[config.mk]
export PLATFORM = sky130hd
export DESIGN_NAME = mult_seq_nxm_flat
export DESIGN_NICKNAME = d
export VERILOG_FILES = /design/src/rtl/mult_pkg.sv /design/src/rtl/mult_seq_nxm_if.sv /design/src/rtl/mult_seq_nxm_addsub.sv /design/src/rtl/mult_seq_nxm.sv /design/src/flat_wrapper.sv
export SDC_FILE = /design/constraint.sdc
export NUM_CORES = 1
export LEC_CHECK = 0
export ABC_AREA = 1
export CAP_MARGIN = 20
export CORE_ASPECT_RATIO = 1.5
export CORE_MARGIN = 3
export CORE_UTILIZATION = 35
export CTS_BUF_LIST = sky130_fd_sc_hd__clkbuf_4
export CTS_CLUSTER_DIAMETER = 200
export DETAILED_ROUTE_END_ITERATION = 8
export PLACE_DENSITY = 0.58
export SETUP_SLACK_MARGIN = 0.1
export SLEW_MARGIN = 20
export SYNTH_ARGS = -nofsm -noshare
export SYNTH_HDL_FRONTEND = slang
export SYNTH_HIERARCHICAL = 1
export SYNTH_SLANG_ARGS = --single-unit
[constraint.sdc]
create_clock -name clk -period 3.3 [get_ports clk]
set_input_delay 0.495 -clock clk [delete_from_list [all_inputs] [get_ports clk]]
set_output_delay 0.495 -clock clk [all_outputs]
set_load 0.02 [all_outputs]
[src/rtl/mult_pkg.sv]
`default_nettype none
// ============================================================================
// Module      : mult_pkg
// Description : Shared types and helpers for the sequential N x M multiplier.
//               Holds the FSM state encoding and a counter-width function.
// Revision    : 1.0 - initial release
// ============================================================================
package mult_pkg;

   // FSM state encoding, fixed so that state values are stable across tools
   typedef enum logic [1:0] {
      IDLE = 2'd0,
      BUSY = 2'd1,
      DONE = 2'd2
   } state_e;

   // Number of bits needed to count 0..value-1 (never less than one bit)
   function automatic int clog2(input int value);
      int r;
      r = 0;
      for (int i = 0; i < 31; i++) begin
         if ((1 << i) < value) begin
            r = i + 1;
         end
      end
      if (r < 1) begin
         r = 1;
      end
      return r;
   endfunction

endpackage : mult_pkg
`default_nettype wire

[src/rtl/mult_seq_nxm_if.sv]
`default_nettype none
// ============================================================================
// Module      : mult_seq_nxm_if
// Description : Operand / result handshake bundle of the sequential multiplier.
//               master = producer/consumer side, slave = multiplier side.
// Revision    : 1.0 - initial release
// ============================================================================
interface mult_seq_nxm_if #(
   parameter int N = 8,
   parameter int M = 8
);
   logic             in_valid;
   logic             in_ready;
   logic [N-1:0]     a;
   logic [M-1:0]     b;
   logic             sgn;
   logic             out_valid;
   logic             out_ready;
   logic [N+M-1:0]   y;

   modport master (
      output in_valid,
      output a,
      output b,
      output sgn,
      output out_ready,
      input  in_ready,
      input  out_valid,
      input  y
   );

   modport slave (
      input  in_valid,
      input  a,
      input  b,
      input  sgn,
      input  out_ready,
      output in_ready,
      output out_valid,
      output y
   );
endinterface : mult_seq_nxm_if
`default_nettype wire

[src/rtl/mult_seq_nxm_addsub.sv]
`default_nettype none
// ============================================================================
// Module      : addsub_w
// Description : Combinational W-bit adder/subtractor. sub=1 gives x-z,
//               sub=0 gives x+z; result wraps modulo 2**W.
// Revision    : 1.0 - initial release
// ============================================================================
module addsub_w #(
   parameter int W = 8
) (
   input  wire logic [W-1:0] x,
   input  wire logic [W-1:0] z,
   input  wire logic         sub,
   output logic      [W-1:0] sum
);

   // Single add/subtract shared by every accumulation step
   always_comb begin
      sum = '0;
      if (sub) begin
         sum = x - z;
      end else begin
         sum = x + z;
      end
   end

endmodule : addsub_w
`default_nettype wire

[src/rtl/mult_seq_nxm.sv]
`default_nettype none
// ============================================================================
// Module      : mult_seq_nxm
// Description : Sequential radix-2 shift-and-add multiplier, N-bit a by M-bit
//               b, unsigned or two's-complement, one multiplier bit per cycle.
//               Result is the full N+M-bit product, valid M edges after accept.
// Revision    : 1.0 - initial release
// ============================================================================
module mult_seq_nxm
   import mult_pkg::*;
#(
   parameter int N = 8,
   parameter int M = 8
) (
   input  wire logic          clk,
   input  wire logic          rst,
   mult_seq_nxm_if.slave      bus
);

   // One guard bit above the product keeps the signed subtract step exact
   localparam int C_ACC_W = N + M + 1;
   localparam int C_CNT_W = clog2(M);

   state_e               state_q, state_d;
   logic [N-1:0]         a_q, a_d;
   logic [M-1:0]         b_q, b_d;
   logic                 sgn_q, sgn_d;
   logic [C_CNT_W-1:0]   cnt_q, cnt_d;
   logic [C_ACC_W-1:0]   acc_q, acc_d;

   logic                 w_last;
   logic                 w_bit;
   logic                 w_sub;
   logic [C_ACC_W-1:0]   w_ext_a;
   logic [C_ACC_W-1:0]   w_addend;
   logic [C_ACC_W-1:0]   w_sum;
   logic                 w_unused_guard;

   // Current multiplier bit and whether it is the sign-weighted top bit
   assign w_last = (cnt_q == C_CNT_W'(M - 1));
   assign w_bit  = b_q[cnt_q];

   // Multiplicand extended to accumulator width, aligned at the current bit
   always_comb begin
      w_ext_a  = '0;
      w_addend = '0;
      if (sgn_q) begin
         w_ext_a = {{(M + 1){a_q[N-1]}}, a_q};
      end else begin
         w_ext_a = {{(M + 1){1'b0}}, a_q};
      end
      if (w_bit) begin
         w_addend = w_ext_a << cnt_q;
      end
   end

   // In signed mode the top multiplier bit carries weight -2**(M-1)
   assign w_sub = sgn_q & w_last;

   addsub_w #(
      .W (C_ACC_W)
   ) u_addsub (
      .x   (acc_q),
      .z   (w_addend),
      .sub (w_sub),
      .sum (w_sum)
   );

   // State, operand, counter and accumulator registers
   always_ff @(posedge clk or posedge rst) begin
      if (rst) begin
         state_q <= IDLE;
         a_q     <= '0;
         b_q     <= '0;
         sgn_q   <= 1'b0;
         cnt_q   <= '0;
         acc_q   <= '0;
      end else begin
         state_q <= state_d;
         a_q     <= a_d;
         b_q     <= b_d;
         sgn_q   <= sgn_d;
         cnt_q   <= cnt_d;
         acc_q   <= acc_d;
      end
   end

   // Next-state logic: accept in IDLE, one bit per edge in BUSY, hold in DONE
   always_comb begin
      state_d = state_q;
      a_d     = a_q;
      b_d     = b_q;
      sgn_d   = sgn_q;
      cnt_d   = cnt_q;
      acc_d   = acc_q;
      case (state_q)
         IDLE: begin
            if (bus.in_valid) begin
               a_d     = bus.a;
               b_d     = bus.b;
               sgn_d   = bus.sgn;
               cnt_d   = '0;
               acc_d   = '0;
               state_d = BUSY;
            end
         end
         BUSY: begin
            acc_d = w_sum;
            if (w_last) begin
               cnt_d   = '0;
               state_d = DONE;
            end else begin
               cnt_d = cnt_q + C_CNT_W'(1);
            end
         end
         DONE: begin
            // Result drains back to IDLE; a new accept needs a later edge
            if (bus.out_ready) begin
               state_d = IDLE;
            end
         end
         default: begin
            state_d = IDLE;
         end
      endcase
   end

   // Handshake outputs are pure decodes of the state register
   assign bus.in_ready  = (state_q == IDLE);
   assign bus.out_valid = (state_q == DONE);
   assign bus.y         = acc_q[N+M-1:0];

   // Guard bit only matters for intermediate sums, never for the product
   assign w_unused_guard = acc_q[C_ACC_W-1];

endmodule : mult_seq_nxm
`default_nettype wire

[src/flat_wrapper.sv]
// flat-port wrapper written by rule: the top's interface ports become plain ports
module mult_seq_nxm_flat import mult_pkg::*;
#(
   parameter int N = 8,
   parameter int M = 8
)
  (clk, rst, bus_in_valid, bus_a, bus_b, bus_sgn, bus_out_ready, bus_in_ready, bus_out_valid, bus_y);
  mult_seq_nxm_if #(.N(N), .M(M)) bus_i ();
  input  wire logic clk;
  input  wire logic rst;
  input wire logic [$bits(bus_i.in_valid)-1:0] bus_in_valid;
  input wire logic [$bits(bus_i.a)-1:0] bus_a;
  input wire logic [$bits(bus_i.b)-1:0] bus_b;
  input wire logic [$bits(bus_i.sgn)-1:0] bus_sgn;
  input wire logic [$bits(bus_i.out_ready)-1:0] bus_out_ready;
  output wire logic [$bits(bus_i.in_ready)-1:0] bus_in_ready;
  output wire logic [$bits(bus_i.out_valid)-1:0] bus_out_valid;
  output wire logic [$bits(bus_i.y)-1:0] bus_y;
  assign bus_i.in_valid = bus_in_valid;
  assign bus_i.a = bus_a;
  assign bus_i.b = bus_b;
  assign bus_i.sgn = bus_sgn;
  assign bus_i.out_ready = bus_out_ready;
  assign bus_in_ready = bus_i.in_ready;
  assign bus_out_valid = bus_i.out_valid;
  assign bus_y = bus_i.y;
  mult_seq_nxm #(.N(N), .M(M)) u_core (.clk(clk), .rst(rst), .bus(bus_i));
endmodule
; Word-level counts from Yosys, hierarchy flattened
; Cells that the tools add are included.
[classes]
n_addsub = 3
order_cmp = 1
n_eq_ne = 6
shifts = 1
mux = 14
bitwise = 1
reduce_logical = 5
[ops]
columns = op, n
row1 = 2-to-1 mux 17 bit, 4
row2 = case mux 17 bit (2 select lines), 1
row3 = adder 17 bit, 1
row4 = << shifter 17 x 3 -> 17 bit, 1
row5 = subtractor 17 bit, 1
row6 = 2-to-1 mux 2 bit, 3
row7 = 2-to-1 mux 3 bit, 2
row8 = case mux 2 bit (3 select lines), 1
row9 = case mux 3 bit (2 select lines), 1
row10 = "< comparator 3 x 4 -> 1 bit, second input constant", 1
row11 = "inequality test 2 bit, second input constant", 2
row12 = AND reduction 2 bit, 2
row13 = "adder 3 x 1 -> 3 bit, second input constant", 1
row14 = binary-select mux 1 bit (select 3 bit), 1
row15 = "equality test 3 bit, second input constant", 1
row16 = AND reduction 3 bit, 1
row17 = "equality test 2 x 1 -> 1 bit, second input constant", 1
row18 = "equality test 2 bit, second input constant", 1
row19 = zero test 2 bit, 1
row20 = "inequality test 2 x 1 -> 1 bit, second input constant", 1
row21 = nonzero test 2 bit, 1
row22 = bitwise AND 1 bit, 1
row23 = 2-to-1 mux 1 bit, 1
[word_totals]
reg_bits = 39
in_bits = 21
wordCells = 37

; Logic depth before layout (Yosys ltp)
[logic_depth]
depth_word = 6
mapped_depth = 25
depth_no_buf = 25

; Hierarchy
; Netlist, hierarchy kept.
[by_module_without_submodules]
columns = module, n_inst, cells_each, area_each_um2, seq_area_each_um2
row1 = mult_seq_nxm, 1, 306, 2248.4, 975.9
row2 = addsub_w, 1, 287, 1516.5, 0.0

; Least setup slack after synthesis
; No wires, ideal clock.
[synth_timing]
path_type = reg2reg
startpoint = register u_core.cnt_q[1]
endpoint = register u_core.acc_q[16]
setup_time_ps = 116
arrival_time_ps = 2847
required_time_ps = 3184
slack_ps = 336
path_stages_with_launch = 24
n_path_buf = 0
synth_period_minus_slack_ps = 2964
path_cell_list = dfrtp_1 inv_1 nand3_1 nand2_1 nand2_4 nor3_1 inv_1 ha_1 nand2_2 nand2_1 o21ai_0 xor2_1 inv_1 ha_1 nand2_1 inv_1 a21oi_1 nand2_2 nand2_1 nand2_1 nand3_1 nand2_1 nand2_1 nand2_1
[synth_between]
elab_chain_len = 6
[synth_rtl]
columns = item, line_no
row1 = start: declaration, mult_seq_nxm.sv:28  ; logic [C_CNT_W-1:0] cnt_q, cnt_d;
row2 = start signal: assignment, mult_seq_nxm.sv:83  ; cnt_q <= cnt_d;
row3 = binary-select mux 1 bit (select 3 bit), mult_seq_nxm.sv:41  ; assign w_bit = b_q[cnt_q];
row4 = 2-to-1 mux 1 bit (not written as such), mult_seq_nxm.sv:41
row5 = 2-to-1 mux 17 bit (*), mult_seq_nxm.sv:52  ; if (w_bit) begin
row6 = named net u_core.w_addend[0], mult_seq_nxm.sv:35  ; logic [C_ACC_W-1:0] w_addend;
row7 = adder 17 bit or subtractor 17 bit (tied branches), "mult_seq_nxm_addsub.sv:23, mult_seq_nxm_addsub.sv:21"
row8 = 2-to-1 mux 17 bit (*), mult_seq_nxm_addsub.sv:20  ; if (sub) begin
row9 = named net u_core.w_sum[16], mult_seq_nxm.sv:36  ; logic [C_ACC_W-1:0] w_sum;
row10 = case mux 17 bit (2 select lines) (*), mult_seq_nxm.sv:96  ; case (state_q)
row11 = end signal: assignment, mult_seq_nxm.sv:77  ; acc_q <= '0;
row12 = end signal: assignment, mult_seq_nxm.sv:84  ; acc_q <= acc_d;
row13 = end: declaration, mult_seq_nxm.sv:29  ; logic [C_ACC_W-1:0] acc_q, acc_d;
; The timed path passes the listed nets; every way through them passes the cells marked *. The select of a mux whose other input is x is not followed.
; A chain may end at the register's enable or synchronous reset.

; Worst setup path after layout
[layout_timing]
startpoint = register u_core.cnt_q[0]
endpoint = register u_core.acc_q[11]
; The elaborated chain is that of the path after synthesis.

==> flow_summary_export.csv <==
group,metric,value,unit
outcome,status,"completed",
setup_path,path_class,"flip-flop to flip-flop",
drt,post-route-drc-count,0,
sta,hold_viol,0,
finish,nets,645,
clock_tree,htreeDepth,2,
sta,worstMarginPinSlew,0.897,ns
hold_path,holdPathStages,2,
clock_tree,postCtsHoldBufs,0,
setup_path,critPathMaxFanout,8,
synth,yosysWarnings,6,
placed_design,hpwl,6900,µm
die,core_area,9850,µm²
sta,post-route-period-util,92.4,%
setup_path,critPathSlowestCell,"dfrtp_1",
sta,slew_headroom,40.1,%
clock_tree,clockBufferDepth,2,
die,initial_core_util,36.6,%
synth,synth_area,3600,µm²
finish,antenna_cells,0,
setup_path,r2r_start,"u_core/cnt_q[0]",
synth,avgSynthCellArea,6.43,µm²
die,ios,39,
sta,rsz0062_at_grt,"true",
die,die_w,88.9,µm
finish,areaGrowthSynthToFinish,28.4,%
sta,period_minus_slack,3.05,ns
placed_design,post-place-ws,0.0858,ns
clock_tree,clk_latency,0.38,ns
hold_path,min_path_type,"flip-flop to flip-flop",
synth,syn_nets,602,
drt,vias,3524,
sta,slew_viol_final,0,
placed_design,gp_congestion,0.843,
drt,routedWlPerCell,12.6,µm
drt,avgViaCountPerCell,4.89,
sta,setup_slack,0.251,ns
sta,hold_slack,0.501,ns
setup_path,path_buf_inv,4,
die,dieArea,11600,µm²
grt,grt_max_degree,24,
grt,first_global_vias,3332,
clock_tree,cts_tree,"done",
hold_path,hold_start,"u_core/b_q[7]",
clock_tree,cts_buffers,5,
drt,drtIter0Drc,121,
drt,drtAntennaViolNets,0,
grt,antenna_found_initial,0,
setup_path,required,3.63,ns
finish,layout-drive-gt1-share,23.8,%
grt,grt_pass1_wl,14600,µm
clock_tree,clk_pin_slew,0.14,ns
setup_path,r2r_cells,25,
setup_path,cp-start-kind,"flip-flop",
setup_path,end_kind,"flip-flop",
setup_path,cpMostUsedCell,"nand2_1",
drt,drt_first_pass_iters,4,
die,core.rowCount,44,
die,die_y,130,µm
sta,fin_skew,0.0141,ns
sta,clock.fmax,328,MHz
setup_path,crit_path_max_incr_delay,0.44,ns
clock_tree,clockRootBuffer,"clkbuf_4",
flow_run,maxCapViolCount,0,
synth,synth_cells,561,
grt,overflow,0,
sta,setup_viol,0,
setup_path,cp_data_arrival_time,3.38,ns
setup_path,critical-path-top-delay-family,"simple AND/OR/NAND/NOR gates",
placed_design,io_buffers,38,
setup_path,startpoint,"u_core/cnt_q[0]",
clock_tree,cts.sink_count,38,
drt,wl,9100,µm
setup_path,worst-path-stages,25,
grt,gr-usage-all-layers,15.8,%
## layout by cell type (no fill, tap or decap), types with 2 or more instances in the layout
cell type	instances
clkbuf_4	5
o21bai_1	2
nor2_4	8
a21oi_1	7
nand2_2	29
xnor2_1	4
a21oi_2	6
nand3_2	8
xor2_2	2
nand4_1	4
nor3_2	3
nand3_1	43
ha_4	9
xor2_1	12
bufinv_16	2
nand2_8	2
nand2_4	3
buf_6	3
nor2_1	21
and2_1	2
inv_1	50
dfrtp_1	38
ha_2	3
o21ai_0	12
o21ai_2	4
inv_2	15
nand3_4	2
o21ai_4	2
nor2_2	7
buf_4	21
clkdlybuf4s50_1	38
nand2_1	216
ha_1	7
## final cells by class
class | count | area (µm²)
fill | 1014 | 5230
multi-input combinational | 426 | 2530
sequential | 38 | 951
timing repair buffer | 65 | 632
inverter | 68 | 267
tap | 115 | 144
clock inverter | 3 | 63.8
clock buffer | 5 | 37.5
## through the flow
step	util (%)	setup TNS [ns]	instance area, µm²	std cells
final	47.0	0	4630	720
after global routing	47.0	-0.0356	4630	720
after CTS	41.4	0	4080	701
after detailed placement	40.4	0	3980	693
after global placement	40.4	0	3980	693
after floorplan	-	0	3600	561
## final timing paths
check | end | slack [ns]
min in group asynchronous | u_core/state_q[1] | 0.59
max in group asynchronous | u_core/a_q[7] | 2.04
worst min register to register | u_core/b_q[7] | 0.50
worst min-delay path | u_core/b_q[7] | 0.50
worst max register to register | u_core/acc_q[11] | 0.25
worst max-delay path | u_core/acc_q[11] | 0.25
## timing repair
item                       CTS  global route
hold endpoints to repair     0             0
gates resized for setup      1            94
pin swaps                    0            38
setup endpoints to repair    2            11
cloned                       0             2
buffers inserted             0            17
## sequential cells by signal, summed over array words and instances (netlist names)
name,cells
u_core/sgn_q,1
u_core/b_q,8
u_core/acc_q,16
u_core/state_q,2
u_core/a_q,8
u_core/cnt_q,3
## routing by layer
metal | routed length (µm) | part of all wire, % | track usage (%)
met1 | 3590 | 39 | 16.6
met2 | 4940 | 54 | 30.4
met3 | 242 | 2.7 | 2.27
met4 | 329 | 3.6 | 6.58
met5 | 0 | 0 | 0
## worst register-to-register path, stage by stage (launching register included)
cell and delay [ns]:
dfrtp_1 0.44, inv_2 0.10, nand2_1 0.07, nand3_1 0.07, nand2_2 0.12, nand2_8 0.11
nor3_4 0.21, inv_2 0.08, ha_4 0.18, nand2_4 0.09, nand2_2 0.07, xor2_1 0.20
inv_1 0.11, ha_4 0.31, nand2_1 0.06, nand2_1 0.08, inv_2 0.05, nor2_1 0.08
nor2_1 0.06, nand2_2 0.11, nand2_1 0.09, nand2_1 0.08, nand2_1 0.05, nand2_1 0.05
nand2_1 0.05, nand2_1 0.09
Power is left out: the tool's default activity adds up to more than one toggle a clock period on the data nets, which glitch-free logic cannot reach.
